==> src/rtl/seq_alu.sv <==
`default_nettype none
// +-----------------------------------------------------------------------------+
// | seq_alu : clocked ALU with A/B operand registers, valid/ready command port,  |
// |           registered {V,C,N,Z} flags. SEQ_ALU_MUL_EN adds iterative mul.     |
// | Revision : 1.0                                                              |
// +-----------------------------------------------------------------------------+
module seq_alu #(
  parameter int WIDTH = 8
) (
  input  logic             clk,
  input  logic             reset,
  input  logic             op_valid,
  output logic             op_ready,
  input  logic [3:0]       opcode,
  input  logic [WIDTH-1:0] data_in,
  output logic [WIDTH-1:0] result,
  output logic             result_valid,
  output logic [3:0]       flags,
  output logic             illegal,
  output logic [WIDTH-1:0] a_out,
  output logic [WIDTH-1:0] b_out
);

  logic [WIDTH-1:0] a_q, a_d, b_q, b_d, result_q, result_d;
  logic [3:0]       flags_q, flags_d;
  logic             valid_q, valid_d, illegal_q, illegal_d;
  logic             accept;

  logic [WIDTH:0]   sum_w, diff_w;
  logic [WIDTH-1:0] alu_y;
  logic             alu_v, alu_c, alu_upd;

  assign sum_w  = {1'b0, a_q} + {1'b0, b_q};
  assign diff_w = {1'b0, a_q} - {1'b0, b_q};

  always_comb begin
    alu_y   = '0;
    alu_v   = 1'b0;
    alu_c   = 1'b0;
    alu_upd = (opcode <= 4'hA);
    case (opcode)
      4'h0: begin
        alu_y = sum_w[WIDTH-1:0];
        alu_c = sum_w[WIDTH];
        alu_v = (a_q[WIDTH-1] == b_q[WIDTH-1]) && (alu_y[WIDTH-1] != a_q[WIDTH-1]);
      end
      4'h1: begin
        alu_y = diff_w[WIDTH-1:0];
        alu_c = diff_w[WIDTH];
        alu_v = (a_q[WIDTH-1] != b_q[WIDTH-1]) && (alu_y[WIDTH-1] != a_q[WIDTH-1]);
      end
      4'h2: begin
        alu_y = {a_q[WIDTH-2:0], 1'b0};
        alu_c = a_q[WIDTH-1];
        alu_v = a_q[WIDTH-1] ^ a_q[WIDTH-2];
      end
      4'h3: begin
        alu_y = {a_q[WIDTH-1], a_q[WIDTH-1:1]};
        alu_c = a_q[0];
      end
      4'h4: begin
        if ($signed(a_q) > $signed(b_q))       alu_y = {{(WIDTH-1){1'b0}}, 1'b1};
        else if ($signed(a_q) < $signed(b_q))  alu_y = '1;
        else                                   alu_y = '0;
      end
      4'h5:    alu_y = a_q & b_q;
      4'h6:    alu_y = a_q | b_q;
      4'h7:    alu_y = a_q ^ b_q;
      4'h8:    alu_y = ~(a_q & b_q);
      4'h9:    alu_y = ~(a_q | b_q);
      4'hA:    alu_y = ~a_q;
      default: alu_y = '0;
    endcase
  end

`ifdef SEQ_ALU_MUL_EN
  localparam int CW = $clog2(WIDTH);

  typedef enum logic [0:0] {S_IDLE = 1'b0, S_MUL = 1'b1} state_t;
  state_t state_q, state_d;

  logic [CW-1:0]      cnt_q, cnt_d;
  logic [2*WIDTH-1:0] acc_q, acc_d, mcand_q, mcand_d;
  logic [WIDTH-1:0]   mplier_q, mplier_d;
  logic               neg_q, neg_d;
  logic [WIDTH-1:0]   mag_a, mag_b;
  logic [2*WIDTH-1:0] acc_sum, prod;
  logic               mul_ovf;

  // Multiply sign-magnitude: |-(2^(WIDTH-1))| still fits in WIDTH unsigned bits.
  assign mag_a   = a_q[WIDTH-1] ? -a_q : a_q;
  assign mag_b   = b_q[WIDTH-1] ? -b_q : b_q;
  assign acc_sum = acc_q + (mplier_q[0] ? mcand_q : '0);
  assign prod    = neg_q ? -acc_sum : acc_sum;
  assign mul_ovf = !((&prod[2*WIDTH-1:WIDTH-1]) || !(|prod[2*WIDTH-1:WIDTH-1]));
  assign op_ready = (state_q == S_IDLE);
`else
  assign op_ready = 1'b1;
`endif

  assign accept = op_valid && op_ready;

  always_comb begin
    a_d       = a_q;
    b_d       = b_q;
    result_d  = result_q;
    flags_d   = flags_q;
    valid_d   = 1'b0;
    illegal_d = 1'b0;
`ifdef SEQ_ALU_MUL_EN
    state_d   = state_q;
    cnt_d     = cnt_q;
    acc_d     = acc_q;
    mcand_d   = mcand_q;
    mplier_d  = mplier_q;
    neg_d     = neg_q;
`endif
    if (accept) begin
      valid_d = 1'b1;
      if (alu_upd) begin
        result_d = alu_y;
        flags_d  = {alu_v, alu_c, alu_y[WIDTH-1], (alu_y == '0)};
      end
      case (opcode)
        4'hB: b_d = data_in;
        4'hC: begin
`ifdef SEQ_ALU_MUL_EN
          valid_d  = 1'b0;
          state_d  = S_MUL;
          cnt_d    = '0;
          acc_d    = '0;
          mcand_d  = {{WIDTH{1'b0}}, mag_a};
          mplier_d = mag_b;
          neg_d    = a_q[WIDTH-1] ^ b_q[WIDTH-1];
`else
          illegal_d = 1'b1;
`endif
        end
        4'hD: a_d = result_q;
        4'hE: begin
          a_d = b_q;
          b_d = a_q;
        end
        4'hF: a_d = data_in;
        default: ;
      endcase
    end
`ifdef SEQ_ALU_MUL_EN
    if (state_q == S_MUL) begin
      acc_d    = acc_sum;
      mcand_d  = mcand_q << 1;
      mplier_d = mplier_q >> 1;
      cnt_d    = cnt_q + 1'b1;
      if (cnt_q == CW'(WIDTH-1)) begin
        result_d = prod[WIDTH-1:0];
        flags_d  = {mul_ovf, 1'b0, prod[WIDTH-1], (prod[WIDTH-1:0] == '0)};
        valid_d  = 1'b1;
        state_d  = S_IDLE;
        cnt_d    = '0;
      end
    end
`endif
  end

  always_ff @(posedge clk or posedge reset) begin
    if (reset) begin
      a_q       <= '0;
      b_q       <= '0;
      result_q  <= '0;
      flags_q   <= '0;
      valid_q   <= 1'b0;
      illegal_q <= 1'b0;
`ifdef SEQ_ALU_MUL_EN
      state_q   <= S_IDLE;
      cnt_q     <= '0;
      acc_q     <= '0;
      mcand_q   <= '0;
      mplier_q  <= '0;
      neg_q     <= 1'b0;
`endif
    end else begin
      a_q       <= a_d;
      b_q       <= b_d;
      result_q  <= result_d;
      flags_q   <= flags_d;
      valid_q   <= valid_d;
      illegal_q <= illegal_d;
`ifdef SEQ_ALU_MUL_EN
      state_q   <= state_d;
      cnt_q     <= cnt_d;
      acc_q     <= acc_d;
      mcand_q   <= mcand_d;
      mplier_q  <= mplier_d;
      neg_q     <= neg_d;
`endif
    end
  end

  assign result       = result_q;
  assign result_valid = valid_q;
  assign flags        = flags_q;
  assign illegal      = illegal_q;
  assign a_out        = a_q;
  assign b_out        = b_q;

endmodule
`default_nettype wire

==> config.mk <==
export PLATFORM = sky130hd
export DESIGN_NAME = seq_alu
export DESIGN_NICKNAME = d
export VERILOG_FILES = /design/src/rtl/seq_alu.sv
export SDC_FILE = /design/constraint.sdc
export NUM_CORES = 1
export LEC_CHECK = 0
export BUFFER_PORTS_ARGS = -buffer_cell sky130_fd_sc_hd__clkbuf_2
export CAP_MARGIN = 15
export CORE_MARGIN = 1.5
export CORE_UTILIZATION = 35
export CTS_CLUSTER_SIZE = 8
export DETAILED_ROUTE_END_ITERATION = 8
export SLEW_MARGIN = 20
export SYNTH_ARGS = -nofsm -noshare
export SYNTH_HDL_FRONTEND = slang
export SYNTH_SLANG_ARGS = --single-unit
==> constraint.sdc <==
create_clock -name clk -period 4.7 [get_ports clk]
set_input_delay 1.41 -clock clk [delete_from_list [all_inputs] [get_ports clk]]
set_output_delay 1.41 -clock clk [all_outputs]
set_load 0.01 [all_outputs]
==> out/results.ini <==
[outcome]
outcome=finished clean

[floorplanning]
io_pins=46
floorplan.die.height_um=96.3
core_area_um2=8340
initial_core_util_pct=36.5
fp.dieArea_um2=9270
core.rowCount=33
dieWidth_um=96.3

[logic_synthesis]
ys_seq_area_share_pct=23.8
synth_top_cell_by_area=dfrtp_1
ys.flop_type=dfrtp_1
avgSynthCellArea_um2=7.63
netlist_instances=399
synthSimpleGateAreaFrac_pct=24.5
synth_fp_nets=440
synth_top_area_share_pct=23.8
synth-compound-area-share_pct=28.3
synth_enable_flop_cells=0
synthTopCellsByArea=dfrtp_1 (24%), ha_1 (9.9%), nand2_1 (6.0%)
ys_warn_count=0
synthAdderAreaFrac_pct=11.2
ys_seq_elements=29
synthMuxAreaShare_pct=2.67
synth.distinct_cells=62
postSynth.asyncResetShare_pct=100
synth_top_family_by_area=compound AO/OA/AOI/OAI gates
synth_xor_xnor_area_share_pct=2.01
syn_area_um2=3040

[clock_tree]
htreeDepth=2
clk_latency_ns=0.28
clockBufferDepth=2
cts_tree=done
cts_made_buffers=5
cts_resized=0
cts_setup_buffers=0
ctsHoldBuffers=0
clk_pin_slew_ns=0.06
cts-root-buf=clkbuf_8
cts.sinks=29

[worst_setup_path]
cp.arrival_ns=3.85
critical_path_class=input port to flip-flop
end_kind=flip-flop
critPathMaxStageDelay_ns=0.58
crit_path_frequent_cell=or4_1
critical_path.cell_chain=clkbuf_2 > nor2b_1 > nand2_1 > nor2_1 > or4_1 > or4_1 > o41ai_2
critPathLaunchType=input port
crit_family=simple AND/OR/NAND/NOR gates
cp.buffers_inverters=1
slowest_stage=or4_1
crit_fanout=35
required_ns=4.88

[global_routing]
first_global_vias=3011
grt_pass1_wl_mm=16.6
gr-total-overflow=0
grt_start_max_net_pins=36
antenna_found_initial=0
grt_usage_pct=23.9

[drt]
firstDrtPassIters=5
wire_per_inst_um=19.2
first_iter_violations=262
vias=3179
drc=0
via_per_inst=5.95
drtAntennaViolNets=0
routed_wl_mm=10.2

[timing]
finalSetupTns_ns=0
finalHoldViolCount=0
rsz0062_at_grt=false
finalMaxSlewViolations=0
fmax_ghz=0.273
timing.final.crit_share_pct=78.0
layout_min_cycle_time_ns=3.67
setup_violations=0
clock_skew_ns=0.000933
maxSlewHeadroom_pct=29.7
worst_pin_slew_ns=1.05

[pwr]
netSwitchingPower_mw=0.789
combPwrFrac_pct=58.8
clkPwrFrac_pct=13.2
vdd_ir_drop_max_mv=0.246
power.internal_mw=0.810
p_leak_nw=1.51
power_frac_seq_pct=28.0
power.density_nw_per_um2=472
p_sw_share_pct=49.3

[layout]
areaGrowthSynthToFinish_pct=11.2
fill_cells=917
multi_input_area_um2=2090
layout-drive-gt1-share_pct=15.9
stdcell_count=534
antennaDiodeCount=0
fin_nets=470
seqCellArea_um2=726

[placement]
place_congestion=0.932
dp.cells=527
io_buffer_count=44
dp_hpwl_mm=7.76

[hold_path]
worstHoldPathType=flip-flop to flip-flop

[run]
max_cap_viol_count=0

[cell usage in the layout, fill, tap and decap left out, drive strengths merged, types with 3 or more instances in the layout]
master / count
o22a: 7
xor2: 3
clkbuf: 51
a21oi: 16
dfrtp: 29
nor4: 3
o32ai: 3
or2: 4
a211oi: 8
o21ai: 24
o211ai: 5
mux2i: 7
nand2b: 4
nor3: 11
o22ai: 5
and2: 4
a221oi: 9
nor3b: 3
nor2: 46
nand3: 10
a21o: 3
inv: 24
a22oi: 8
a31oi: 12
nor2b: 8
nand2: 50
ha: 24
xnor2: 4
buf: 5
or4: 3
or3: 4
[final timing paths]
path | endpoint | depth (start not counted) | start | slack [ns]
max in group asynchronous | a_out[0]$_DFFE_PP0P_ | 2 | reset | 3.12
hold reg to reg | flags[2]$_DFFE_PP0P_ | 1 | flags[2]$_DFFE_PP0P_ | 0.51
min in group asynchronous | a_out[5]$_DFFE_PP0P_ | 2 | reset | 1.18
hold / removal | flags[2]$_DFFE_PP0P_ | 1 | flags[2]$_DFFE_PP0P_ | 0.51
setup / recovery | flags[0]$_DFFE_PP0P_ | 7 | opcode[1] | 1.03
setup reg to reg | flags[0]$_DFFE_PP0P_ | 10 | a_out[0]$_DFFE_PP0P_ | 1.23
[power by group through the flow]
stage	combinational [mW]	clock [mW]	sequential [mW]
floorplan	0.636	0	0.429
global placement	0.933	0	0.448
detailed placement	0.922	0	0.451
CTS	0.930	0.213	0.447
global route	1.04	0.223	0.464
finish	0.941	0.210	0.448
[stage by stage]
step / util, % / power [mW] / worst slack, ns / area, um^2 / hold slack [ns]
after CTS: 40.6 / 1.59 / 1.03 / 3390 / 0.515
after global routing: 40.6 / 1.72 / 0.873 / 3390 / 0.549
after global placement: 39.6 / 1.38 / 0.787 / 3300 / 0.493
after floorplan: - / 1.06 / 1.45 / 3040 / 0.515
final: 40.6 / 1.60 / 1.03 / 3390 / 0.514
after detailed placement: 39.6 / 1.37 / 0.729 / 3300 / 0.500
[routing by layer]
metal  track usage, %  wire, um  vias up
met5                0         0        -
met4             8.09       261        0
met3             4.58       701       19
met2             38.0      4740      127
met1             32.2      4530     1523
li1                 -         -     1510
[layout make-up]
type,instances,share of cell area (%)
multi-input combinational,320,61.9
sequential,29,21.4
timing repair buffer,49,7.61
tap,105,3.88
inverter,24,2.66
clock buffer,7,2.55
[Yosys cell counts (4+ instances only)]
| master | number |
|---|---|
| nand2b_1 | 4 |
| o211ai_1 | 5 |
| o22ai_1 | 5 |
| a221oi_1 | 9 |
| ha_1 | 24 |
| nand2_1 | 49 |
| nor2_1 | 46 |
| a22oi_1 | 8 |
| nor2b_1 | 8 |
| a211oi_1 | 6 |
| xnor2_1 | 4 |
| inv_1 | 24 |
| o22a_1 | 7 |
| a21oi_1 | 16 |
| nor3_1 | 10 |
| o21ai_0 | 24 |
| a31oi_1 | 12 |
| nand3_1 | 10 |
| or3_1 | 4 |
| and2_1 | 4 |
| mux2i_1 | 7 |
| clkbuf_1 | 10 |
| buf_2 | 11 |
| buf_4 | 4 |
| dfrtp_1 | 29 |
[logic make-up (layout without fill, tap and decap cells)]
| kind of cell | after synthesis | count (layout) |
|---|---|---|
| adder cells (fa/ha/maj) | 26 | 26 |
| XOR/XNOR | 7 | 7 |
| buffers and inverters | 50 | 80 |
| AND/OR/NAND/NOR | 157 | 157 |
| other | 1 | 1 |
| flip-flops | 29 | 29 |
| multiplexers | 8 | 8 |
| AO/OA/AOI/OAI | 121 | 121 |
[state kept, by name, summed over array words and instances (netlist names)]
name,flops
result,7
flags,4
result_valid,1
illegal,1
a_out,8
b_out,8
No activity file was read; power rests on OpenSTA's default activity.
